`src/rtl/mem_port_arbiter_pkg.sv`:
```
// Shared types and constants for the IF/DM memory port arbiter.
package mem_port_arbiter_pkg;

  localparam int unsigned DEF_ADDR_W     = 16;
  localparam int unsigned DEF_DATA_W     = 16;
  localparam int unsigned DEF_STARVE_MAX = 4;
  localparam int unsigned DEF_TIMEOUT    = 16;

  localparam logic PORT_IF = 1'b0;
  localparam logic PORT_DM = 1'b1;

  typedef enum logic [1:0] {
    StIdle   = 2'd0,
    StBusyIf = 2'd1,
    StBusyDm = 2'd2,
    StResp   = 2'd3
  } arb_state_t;

  // Bits needed to hold values 0..max_val (at least one bit).
  function automatic int unsigned cnt_width(input int unsigned max_val);
    return (max_val < 1) ? 1 : $clog2(max_val + 1);
  endfunction

endpackage

```
`src/rtl/arb_priority_sel.sv`:
```
// Combinational winner select: DM has priority unless IF has been starved too long.
module arb_priority_sel
  import mem_port_arbiter_pkg::*;
#(
  parameter int unsigned STARVE_MAX = DEF_STARVE_MAX,
  parameter int unsigned CNT_W      = cnt_width(STARVE_MAX)
) (
  input  logic             i_if_req,
  input  logic             i_dm_req,
  input  logic [CNT_W-1:0] i_starve_cnt,
  output logic             o_gnt_vld,
  output logic             o_gnt_port,
  output logic             o_contested
);

  // Pick the winning port from the current requests and the starvation count.
  always_comb begin
    o_gnt_vld   = i_if_req | i_dm_req;
    o_contested = i_if_req & i_dm_req;
    o_gnt_port  = PORT_IF;
    if (i_dm_req && !(i_if_req && (i_starve_cnt == CNT_W'(STARVE_MAX)))) begin
      o_gnt_port = PORT_DM;
    end
  end

endmodule

```
`src/rtl/mem_port_arbiter.sv`:
```
// Arbitrates one single-port memory between the fetch (IF) and load/store (DM) ports.
module mem_port_arbiter
  import mem_port_arbiter_pkg::*;
#(
  parameter int unsigned ADDR_W     = DEF_ADDR_W,
  parameter int unsigned DATA_W     = DEF_DATA_W,
  parameter int unsigned STARVE_MAX = DEF_STARVE_MAX,
  parameter int unsigned TIMEOUT    = DEF_TIMEOUT
) (
  input  logic              clk,
  input  logic              reset,
  input  logic              if_req,
  input  logic [ADDR_W-1:0] if_addr,
  output logic              if_gnt,
  output logic              if_valid,
  output logic [DATA_W-1:0] if_rdata,
  input  logic              dm_req,
  input  logic              dm_we,
  input  logic [ADDR_W-1:0] dm_addr,
  input  logic [DATA_W-1:0] dm_wdata,
  output logic              dm_gnt,
  output logic              dm_valid,
  output logic [DATA_W-1:0] dm_rdata,
  output logic              mem_en,
  output logic              mem_we,
  output logic [ADDR_W-1:0] mem_addr,
  output logic [DATA_W-1:0] mem_wdata,
  input  logic [DATA_W-1:0] mem_rdata,
  input  logic              mem_ready,
  output logic              bus_err
);

  localparam int unsigned SC_W = cnt_width(STARVE_MAX);
  localparam int unsigned TC_W = cnt_width(TIMEOUT - 1);

  arb_state_t        r_state, w_state_nxt;
  logic [SC_W-1:0]   r_starve_cnt, w_starve_cnt_nxt;
  logic [TC_W-1:0]   r_tmo_cnt, w_tmo_cnt_nxt;
  logic              r_if_gnt, w_if_gnt_nxt, r_dm_gnt, w_dm_gnt_nxt;
  logic              r_if_valid, w_if_valid_nxt, r_dm_valid, w_dm_valid_nxt;
  logic [DATA_W-1:0] r_if_rdata, w_if_rdata_nxt, r_dm_rdata, w_dm_rdata_nxt;
  logic              r_bus_err, w_bus_err_nxt;
  logic              r_mem_en, w_mem_en_nxt, r_mem_we, w_mem_we_nxt;
  logic [ADDR_W-1:0] r_mem_addr, w_mem_addr_nxt;
  logic [DATA_W-1:0] r_mem_wdata, w_mem_wdata_nxt;
  logic              w_gnt_vld, w_gnt_port, w_contested;
  logic [DATA_W-1:0] w_resp_data;

  arb_priority_sel #(
    .STARVE_MAX (STARVE_MAX),
    .CNT_W      (SC_W)
  ) u_sel (
    .i_if_req     (if_req),
    .i_dm_req     (dm_req),
    .i_starve_cnt (r_starve_cnt),
    .o_gnt_vld    (w_gnt_vld),
    .o_gnt_port   (w_gnt_port),
    .o_contested  (w_contested)
  );

  // Stores return zero; r_mem_we is only ever set for a DM store.
  assign w_resp_data = r_mem_we ? '0 : mem_rdata;

  // Next-state and registered-output logic; pulses default low every cycle.
  always_comb begin
    w_state_nxt      = r_state;
    w_starve_cnt_nxt = r_starve_cnt;
    w_tmo_cnt_nxt    = r_tmo_cnt;
    w_if_gnt_nxt     = 1'b0;
    w_dm_gnt_nxt     = 1'b0;
    w_if_valid_nxt   = 1'b0;
    w_dm_valid_nxt   = 1'b0;
    w_bus_err_nxt    = 1'b0;
    w_if_rdata_nxt   = r_if_rdata;
    w_dm_rdata_nxt   = r_dm_rdata;
    w_mem_en_nxt     = r_mem_en;
    w_mem_we_nxt     = r_mem_we;
    w_mem_addr_nxt   = r_mem_addr;
    w_mem_wdata_nxt  = r_mem_wdata;
    unique case (r_state)
      StIdle: begin
        if (w_gnt_vld) begin
          w_mem_en_nxt = 1'b1;
          if (w_gnt_port == PORT_DM) begin
            w_state_nxt     = StBusyDm;
            w_dm_gnt_nxt    = 1'b1;
            w_mem_we_nxt    = dm_we;
            w_mem_addr_nxt  = dm_addr;
            w_mem_wdata_nxt = dm_wdata;
            if (w_contested && (r_starve_cnt != SC_W'(STARVE_MAX))) begin
              w_starve_cnt_nxt = r_starve_cnt + 1'b1;
            end
          end else begin
            w_state_nxt      = StBusyIf;
            w_if_gnt_nxt     = 1'b1;
            w_mem_we_nxt     = 1'b0;
            w_mem_addr_nxt   = if_addr;
            w_mem_wdata_nxt  = '0;
            w_starve_cnt_nxt = '0;
          end
        end
      end
      StBusyIf, StBusyDm: begin
        if (mem_ready || (r_tmo_cnt == TC_W'(TIMEOUT - 1))) begin
          w_state_nxt   = StResp;
          w_mem_en_nxt  = 1'b0;
          w_mem_we_nxt  = 1'b0;
          w_bus_err_nxt = ~mem_ready;
          if (r_state == StBusyDm) begin
            w_dm_valid_nxt = 1'b1;
            w_dm_rdata_nxt = mem_ready ? w_resp_data : '0;
          end else begin
            w_if_valid_nxt = 1'b1;
            w_if_rdata_nxt = mem_ready ? w_resp_data : '0;
          end
        end else begin
          w_tmo_cnt_nxt = r_tmo_cnt + 1'b1;
        end
      end
      StResp: begin
        w_tmo_cnt_nxt = '0;
        w_state_nxt   = StIdle;
      end
      default: w_state_nxt = StIdle;
    endcase
  end

  // State, counters and output registers; reset drops any in-flight access.
  always_ff @(posedge clk or negedge reset) begin
    if (!reset) begin
      r_state      <= StIdle;
      r_starve_cnt <= '0;
      r_tmo_cnt    <= '0;
      r_if_gnt     <= 1'b0;
      r_dm_gnt     <= 1'b0;
      r_if_valid   <= 1'b0;
      r_dm_valid   <= 1'b0;
      r_if_rdata   <= '0;
      r_dm_rdata   <= '0;
      r_bus_err    <= 1'b0;
      r_mem_en     <= 1'b0;
      r_mem_we     <= 1'b0;
      r_mem_addr   <= '0;
      r_mem_wdata  <= '0;
    end else begin
      r_state      <= w_state_nxt;
      r_starve_cnt <= w_starve_cnt_nxt;
      r_tmo_cnt    <= w_tmo_cnt_nxt;
      r_if_gnt     <= w_if_gnt_nxt;
      r_dm_gnt     <= w_dm_gnt_nxt;
      r_if_valid   <= w_if_valid_nxt;
      r_dm_valid   <= w_dm_valid_nxt;
      r_if_rdata   <= w_if_rdata_nxt;
      r_dm_rdata   <= w_dm_rdata_nxt;
      r_bus_err    <= w_bus_err_nxt;
      r_mem_en     <= w_mem_en_nxt;
      r_mem_we     <= w_mem_we_nxt;
      r_mem_addr   <= w_mem_addr_nxt;
      r_mem_wdata  <= w_mem_wdata_nxt;
    end
  end

  assign if_gnt    = r_if_gnt;
  assign dm_gnt    = r_dm_gnt;
  assign if_valid  = r_if_valid;
  assign dm_valid  = r_dm_valid;
  assign if_rdata  = r_if_rdata;
  assign dm_rdata  = r_dm_rdata;
  assign bus_err   = r_bus_err;
  assign mem_en    = r_mem_en;
  assign mem_we    = r_mem_we;
  assign mem_addr  = r_mem_addr;
  assign mem_wdata = r_mem_wdata;

endmodule

```
`config.mk`:
```
export PLATFORM = sky130hd
export DESIGN_NAME = mem_port_arbiter
export DESIGN_NICKNAME = d
export VERILOG_FILES = /design/src/rtl/mem_port_arbiter_pkg.sv /design/src/rtl/arb_priority_sel.sv /design/src/rtl/mem_port_arbiter.sv
export SDC_FILE = /design/constraint.sdc
export NUM_CORES = 1
export LEC_CHECK = 0
export CORE_AREA = 2 2 79 119
export CTS_BUF_LIST = sky130_fd_sc_hd__clkbuf_4 sky130_fd_sc_hd__clkbuf_8
export DETAILED_ROUTE_END_ITERATION = 6
export DIE_AREA = 0 0 81 121
export PLACE_DENSITY = 0.78
export SLEW_MARGIN = 20
export SYNTH_ARGS = -nofsm -noshare
export SYNTH_HDL_FRONTEND = slang
export SYNTH_HIERARCHICAL = 1
export SYNTH_SLANG_ARGS = --single-unit
export TNS_END_PERCENT = 50
```
`constraint.sdc`:
```
create_clock -name clk -period 2.01 [get_ports clk]
set_clock_uncertainty 0.15 [all_clocks]
set_input_delay 0.402 -clock clk [delete_from_list [all_inputs] [get_ports clk]]
set_output_delay 0.402 -clock clk [all_outputs]
set_load 0.005 [all_outputs]
```
Word-level counts from Yosys, hierarchy flattened
Cells that the tools add are included.

operators by class
  $add $sub $neg = 2
  multipliers = 0
  divide/modulo/power cells = 0
  order comparisons = 0
  equal/unequal tests = 10
  shifts and indexed selects = 0
  mux-type cells = 33
  bitwise gates (word level) = 4
  reduce and logical (&&, ||, !) cells = 16

operator list
  kind                 number
  $mux 16              4
  $mux 1               19
  $reduce_and 3->1     4
  $pmux 4 s2           1
  $mux 2               3
  $mux 3               2
  $ne 2x2->1 const B   3
  $pmux 2 s3           1
  $reduce_and 2->1     3
  $add 4x1->4 const B  1
  $eq 2x2->1 const B   2
  $eq 4x4->1 const B   1
  $mux 4               1
  $pmux 1 s2           2
  $reduce_bool 2->1    2
  $add 3x1->3 const B  1
  $eq 3x3->1 const B   1
  $logic_and 1x1->1    3
  $ne 3x3->1 const B   1
  $eq 2x1->1 const B   1
  $logic_not 2->1      1
  $ne 2x1->1 const B   1
  $not 1->1            2
  $reduce_or 2->1      1
  other kinds (4)      4

word-level totals
  register bits after elaboration = 80
  bits in latches = 0
  RAM bits = 0
  bits in read-only memories = 0
  output and inout port bits = 71
  logic and storage cells = 79
  memories = 0

Longest topological paths before layout
  depth in word-level cells = 8
  depth in mapped cells = 7
  mapped depth without buffers = 5

Cells and area by module
Netlist, hierarchy kept.

by module, submodules not included
  module            instances  cells an instance  area each (µm²)  sequential area each (µm²)
  mem_port_arbiter  1          313                3518.4           2001.9
  arb_priority_sel  1          4                  26.3             0.0

Least setup slack after synthesis
No wires, ideal clock.

  path kind = flip-flop to flip-flop
  start = register r_state[1]
  end = register r_if_rdata[10], in the netlist if_rdata[10]
  arrival = 1.665 ns
  slack = 0.071 ns
  cell stages (with the launch flop) = 7
  path buffers = 1
  period minus slack after synthesis = 1.939 ns
  cell sequence = dfrtp_1 inv_1 ha_1 inv_1 nor3_4 buf_6 mux2_2

on the way
  cells in the longest elaborated chain, start to end = 3

ends and longest elaborated chain
  what                                          line                                             RTL
  start: declaration                            mem_port_arbiter.sv:36                           arb_state_t r_state, w_state_nxt;
  start signal: assignment                      mem_port_arbiter.sv:131                          r_state <= StIdle;
  start signal: assignment                      mem_port_arbiter.sv:146                          r_state <= w_state_nxt;
  $eq 2x2->1 or $eq 2x1->1 (tied branches)      mem_port_arbiter.sv:80, mem_port_arbiter.sv:109
  $reduce_or 2->1 or $not 1->1 (tied branches)  -
  $reduce_and 3->1 (no line) *                  -
  end signal: assignment                        mem_port_arbiter.sv:153                          r_if_rdata <= w_if_rdata_nxt;
  end: declaration                              mem_port_arbiter.sv:41                           logic [DATA_W-1:0] r_if_rdata, w_if_rdata_nxt, r_dm_rdata, w_dm_rdata_nxt;

Every way passes the cells marked *; elsewhere a longest branch is shown, timed or not.
A chain may end at the register's enable or synchronous reset.

Final worst setup path
  start = register r_state[1]
  end = register r_state[0]

on the way
  cells in the longest elaborated chain, start to end = 4

ends and longest elaborated chain
  what                                      line                    RTL
  $eq 2x2->1 or $eq 2x1->1 (tied branches)  mem_port_arbiter.sv:80  unique case (r_state)
  $reduce_or 2->1                           mem_port_arbiter.sv:80
  $ne 2x2->1 (no line)                      -
  $reduce_and 2->1 (no line)                -

Several ways; a longest one is shown, not always the timed one.

==> summary.md <==
Across the whole layout, storage elements account for 2002 um2. By count the netlist is led by sky130_fd_sc_hd__dfrtp_1 (80), sky130_fd_sc_hd__nand2_1 (60), sky130_fd_sc_hd__mux2_2 (32). Class of the worst hold path: reg2reg. The residual antenna-violating net count after detailed routing is 0. The run gives 46.1% as the logic gate share of total power. Measured on the finished design, the core utilization comes to 62.46%. The root buffer selected by CTS was sky130_fd_sc_hd__clkbuf_8.

The run gives 0 as the total count of max-transition violations in the final report. STA classifies the critical path endpoint as a flip-flop. The run finished with clean final reports. The logs give 586 for the count of non-filler cells in the finished layout and 393 for the number of nets in the synthesized netlist. The tools report the post-synthesis cell count as 317. The final critical delay including setup and external delays works out to 1.855 ns. By startpoint and endpoint, the worst setup path is classified as reg2reg. The share of async-settable or async-resettable flops after synthesis was 100.0%; the maximum buffer depth of the clock tree was 2. For this run, the leading register cell type out of synthesis is sky130_fd_sc_hd__dfrtp_1. The placed instances occupy a cell area of 5219 um2.

Yosys instantiated no cell more often than sky130_fd_sc_hd__dfrtp_1. For this run, the slowest stage of the critical path takes 0.40 ns. Entering global routing, the biggest net connects 35 pins. The number of maximum-capacitance violations was 0.

TritonCTS built the clock tree. The startpoint class of the critical path is a flip-flop. Insertion delay of the later-clocked pin in the worst-skew pair: 0.34 ns. The area of the multi-input gates is 1436 um2.

The run gives 13900 um as the global-route wire length before repair. After detailed routing, the average wire length per cell comes to 14.65 um. The tools report the leakage power as 2.480 nW.

Setup violations remaining at the end of the flow were counted as 0. The number of antenna diodes in the final layout is 0. The switching power summed over all nets is 0.002298 W, and the I/O pin total is 141. Summed over all nets, the half-perimeter wirelength after detailed placement is 6477 um.

The number of flops mapped to enable cells by yosys is 0, and the area of the core is 8723 um2. The maximum resistive drop on vdd came out at 0.6613 mV. The maximum level of the CTS H-tree was 3.

The internal portion of the total power is 0.005060 W. The number of distinct standard cells referenced by the synthesized netlist is 37, and the power consumption is 0.007358 W. For this run the aggregate overflow at the end of global routing stands at 0.

The area growth from synthesis to layout is 53.72%. During synthesis, Yosys emitted a total of 6 warnings. The part of the power in registers was 36.4%; the area share of the largest cell type after synthesis was 56.48%. The register clock-pin slew on the reported worst setup and hold paths is 0.07 ns. The initial antenna violation count came out at 0. The post-layout net count came out at 547.

Traced cell by cell, the critical path runs through inv_1 > ha_1 > buf_4 > nor2b_1 > a21oi_1 > o2bb2ai_1. The number of global-route vias before repair is 2989, and the number of placed instances, taps included is 569. The logs give 3545 um2 for the cell area after technology mapping and 0.7946 for the placer's final routability congestion estimate. Worst reg2reg path startpoint: r_state[1]. The slowest stage of the critical path is the sky130_fd_sc_hd__dfrtp_1 cell. The run gives 40.63% as the starting utilization of the core area. The share of total power dissipated in the clock network is 17.4%. The die is 121 um tall.

In this run, synthesis produced a sequential element count of 80. The number of vias after detailed routing was 2923. Static timing analysis puts the maximum clock frequency at 0.5391 GHz. The tools report the final count of hold timing violations as 0.

Hold timing on the final database bottoms out at a slack of 0.3196 ns. The kind of cell with the highest combined delay along the critical path is compound AO/OA/AOI/OAI gates. Die extent in x: 81 um.

Biggest area consumer among synthesized cells: sky130_fd_sc_hd__dfrtp_1. The port buffer count is 140, and the switching power as a share of total power is 31.24%. The logs give 68.66% for the normalized max-slew margin and 2.07 ns for the required time of the worst setup path. Of the cells placed in the final design, the portion with a size suffix greater than 1 is 15.97%. The worst hold path begins at mem_wdata[11]. The initial detailed-routing violation count is 130. Setup repair after global routing left no endpoint under its margin.

The number of clock sinks seen by CTS is 80, and the slew at the pin closest to its max-slew limit is 0.4701 ns. Gates resized during post-CTS repair numbered 0. Tracing the worst setup path back leads to its startpoint at r_state[1]. The detailed-routing iteration count for the pre-antenna-repair pass is 4. The highest fanout seen on the critical path is 10, and the all-layer global routing usage is 18.42%. For this run, the register share of the synthesized area comes to 56.48%. The final standard cell area without fillers was 5449 um2. Averaged over all synthesized cells, the footprint is 11.18 um2. The layout has 737 filler cells. For this design the ratio of total power to cell area is 1350 nW/um2. For the count of standard-cell rows, the log shows 42.

Portion of the clock cycle consumed by the worst path in the final layout: 92.29%. The average vias per placed instance works out to 4.988. For this block, the routed nets add up to 8587 um of wire. The number of buffers and inverters on the critical path is 2.

Total clock buffers created by CTS: 9. The number of design rule violations left after detail routing was 0. The tools report the data arrival time of the critical path as 1.92 ns.

The run gives 9801 um2 as the full die area. Sorting the synthesized cells by area gives the leading types as sky130_fd_sc_hd__dfrtp_1 (56%), sky130_fd_sc_hd__mux2_2 (10%), sky130_fd_sc_hd__nand2_1 (6.4%).
[worst reg2reg max path: cells and delay by family, from the launching register on]
kind	cells	cell delay, ns
DFF	1	0.40
buffers and inverters	2	0.24
and+or+nand+nor	1	0.14
AOI/OAI and AO/OA	2	0.49
adders and majority gates	1	0.31
[layout by cell type, fill, tap and decap left out, types with 2 or more instances in the layout]
master	n
sky130_fd_sc_hd__clkdlybuf4s50_1	139
sky130_fd_sc_hd__dfrtp_1	80
sky130_fd_sc_hd__nand2_1	60
sky130_fd_sc_hd__mux2_2	32
sky130_fd_sc_hd__o21ai_0	20
sky130_fd_sc_hd__nand3_1	18
sky130_fd_sc_hd__and2_1	18
sky130_fd_sc_hd__mux2i_1	16
sky130_fd_sc_hd__buf_4	14
sky130_fd_sc_hd__clkbuf_8	10
sky130_fd_sc_hd__inv_1	7
sky130_fd_sc_hd__ha_1	6
sky130_fd_sc_hd__buf_12	6
sky130_fd_sc_hd__nor2_1	4
sky130_fd_sc_hd__o22ai_1	4
sky130_fd_sc_hd__nand4_1	4
sky130_fd_sc_hd__nor3_1	3
sky130_fd_sc_hd__nor2b_1	3
sky130_fd_sc_hd__a21oi_1	3
sky130_fd_sc_hd__clkinv_2	3
sky130_fd_sc_hd__o2bb2ai_1	2
sky130_fd_sc_hd__o211ai_1	2
sky130_fd_sc_hd__and2_2	2
sky130_fd_sc_hd__bufinv_16	2
[path summary, 6_finish.rpt]
| kind | endpoint | slack (ns) | cells after the start |
|---|---|---|---|
| worst max-delay path | r_state[0] | 0.15 | 6 |
| max in group asynchronous | dm_rdata[13] | 0.80 | 3 |
| worst max register to register | r_state[0] | 0.15 | 6 |
| worst min-delay path | mem_wdata[11] | 0.32 | 2 |
| worst min register to register | mem_wdata[11] | 0.32 | 2 |
| min in group asynchronous | dm_rdata[15] | 0.38 | 2 |
[registers in the layout, summed over array words and instances, names as in the netlist]
name	cells
if_rdata	16
if_valid	1
r_state	2
dm_gnt	1
dm_valid	1
mem_addr	16
r_starve_cnt	3
dm_rdata	16
mem_wdata	16
bus_err	1
if_gnt	1
mem_en	1
r_tmo_cnt	4
mem_we	1
[power groups by stage]
stage	registers (W)	logic, W	clock network, W
2_1_floorplan	0.00271	0.00149	0
3_3_place_gp	0.00268	0.00333	0
3_5_place_dp	0.00271	0.00344	0
4_1_cts	0.00269	0.00345	0.00133
5_1_grt	0.00276	0.00375	0.00140
6_report	0.00268	0.00340	0.00128
[cell type report]
type	instances	share of cell area (%)
clock buffers	10	2.526
flip-flops and latches	80	36.74
well taps	110	2.526
inverters	7	0.4822
clock inverters	6	1.515
multi-input cells	213	26.36
repair buffers	160	29.85
[cell families (layout without fill, tap and decap cells)]
| group | after synthesis | count (layout) | share of synthesized area, % |
|---|---|---|---|
| fa+ha+maj | 6 | 6 | 2.118 |
| mux | 48 | 48 | 14.68 |
| compound gates | 39 | 39 | 7.130 |
| simple gates | 120 | 120 | 16.56 |
| flops | 80 | 80 | 56.48 |
| buf+inv | 24 | 183 | 3.036 |
[what timing repair did]
item                      CTS  global route
hold endpoints to repair   29             0
setup buffers               0             0
hold buffers                1             0
[through the flow]
step / setup WS (ns) / setup TNS [ns]
after floorplan: 0.07058 / 0
after global placement: -0.02960 / -0.03177
after detailed placement: -0.04212 / -1.259
after CTS: 0.1377 / 0
after global routing: 0.02909 / 0
final: 0.1549 / 0
[per-layer routing]
metal	track usage, %	wire [um]	vias up
li1	-	-	1393
met1	20.35	3293	1407
met2	32.80	4630	113
met3	5.655	560	10
met4	6.250	102	0
met5	0	0	-
(Power assumes the default switching activity.)
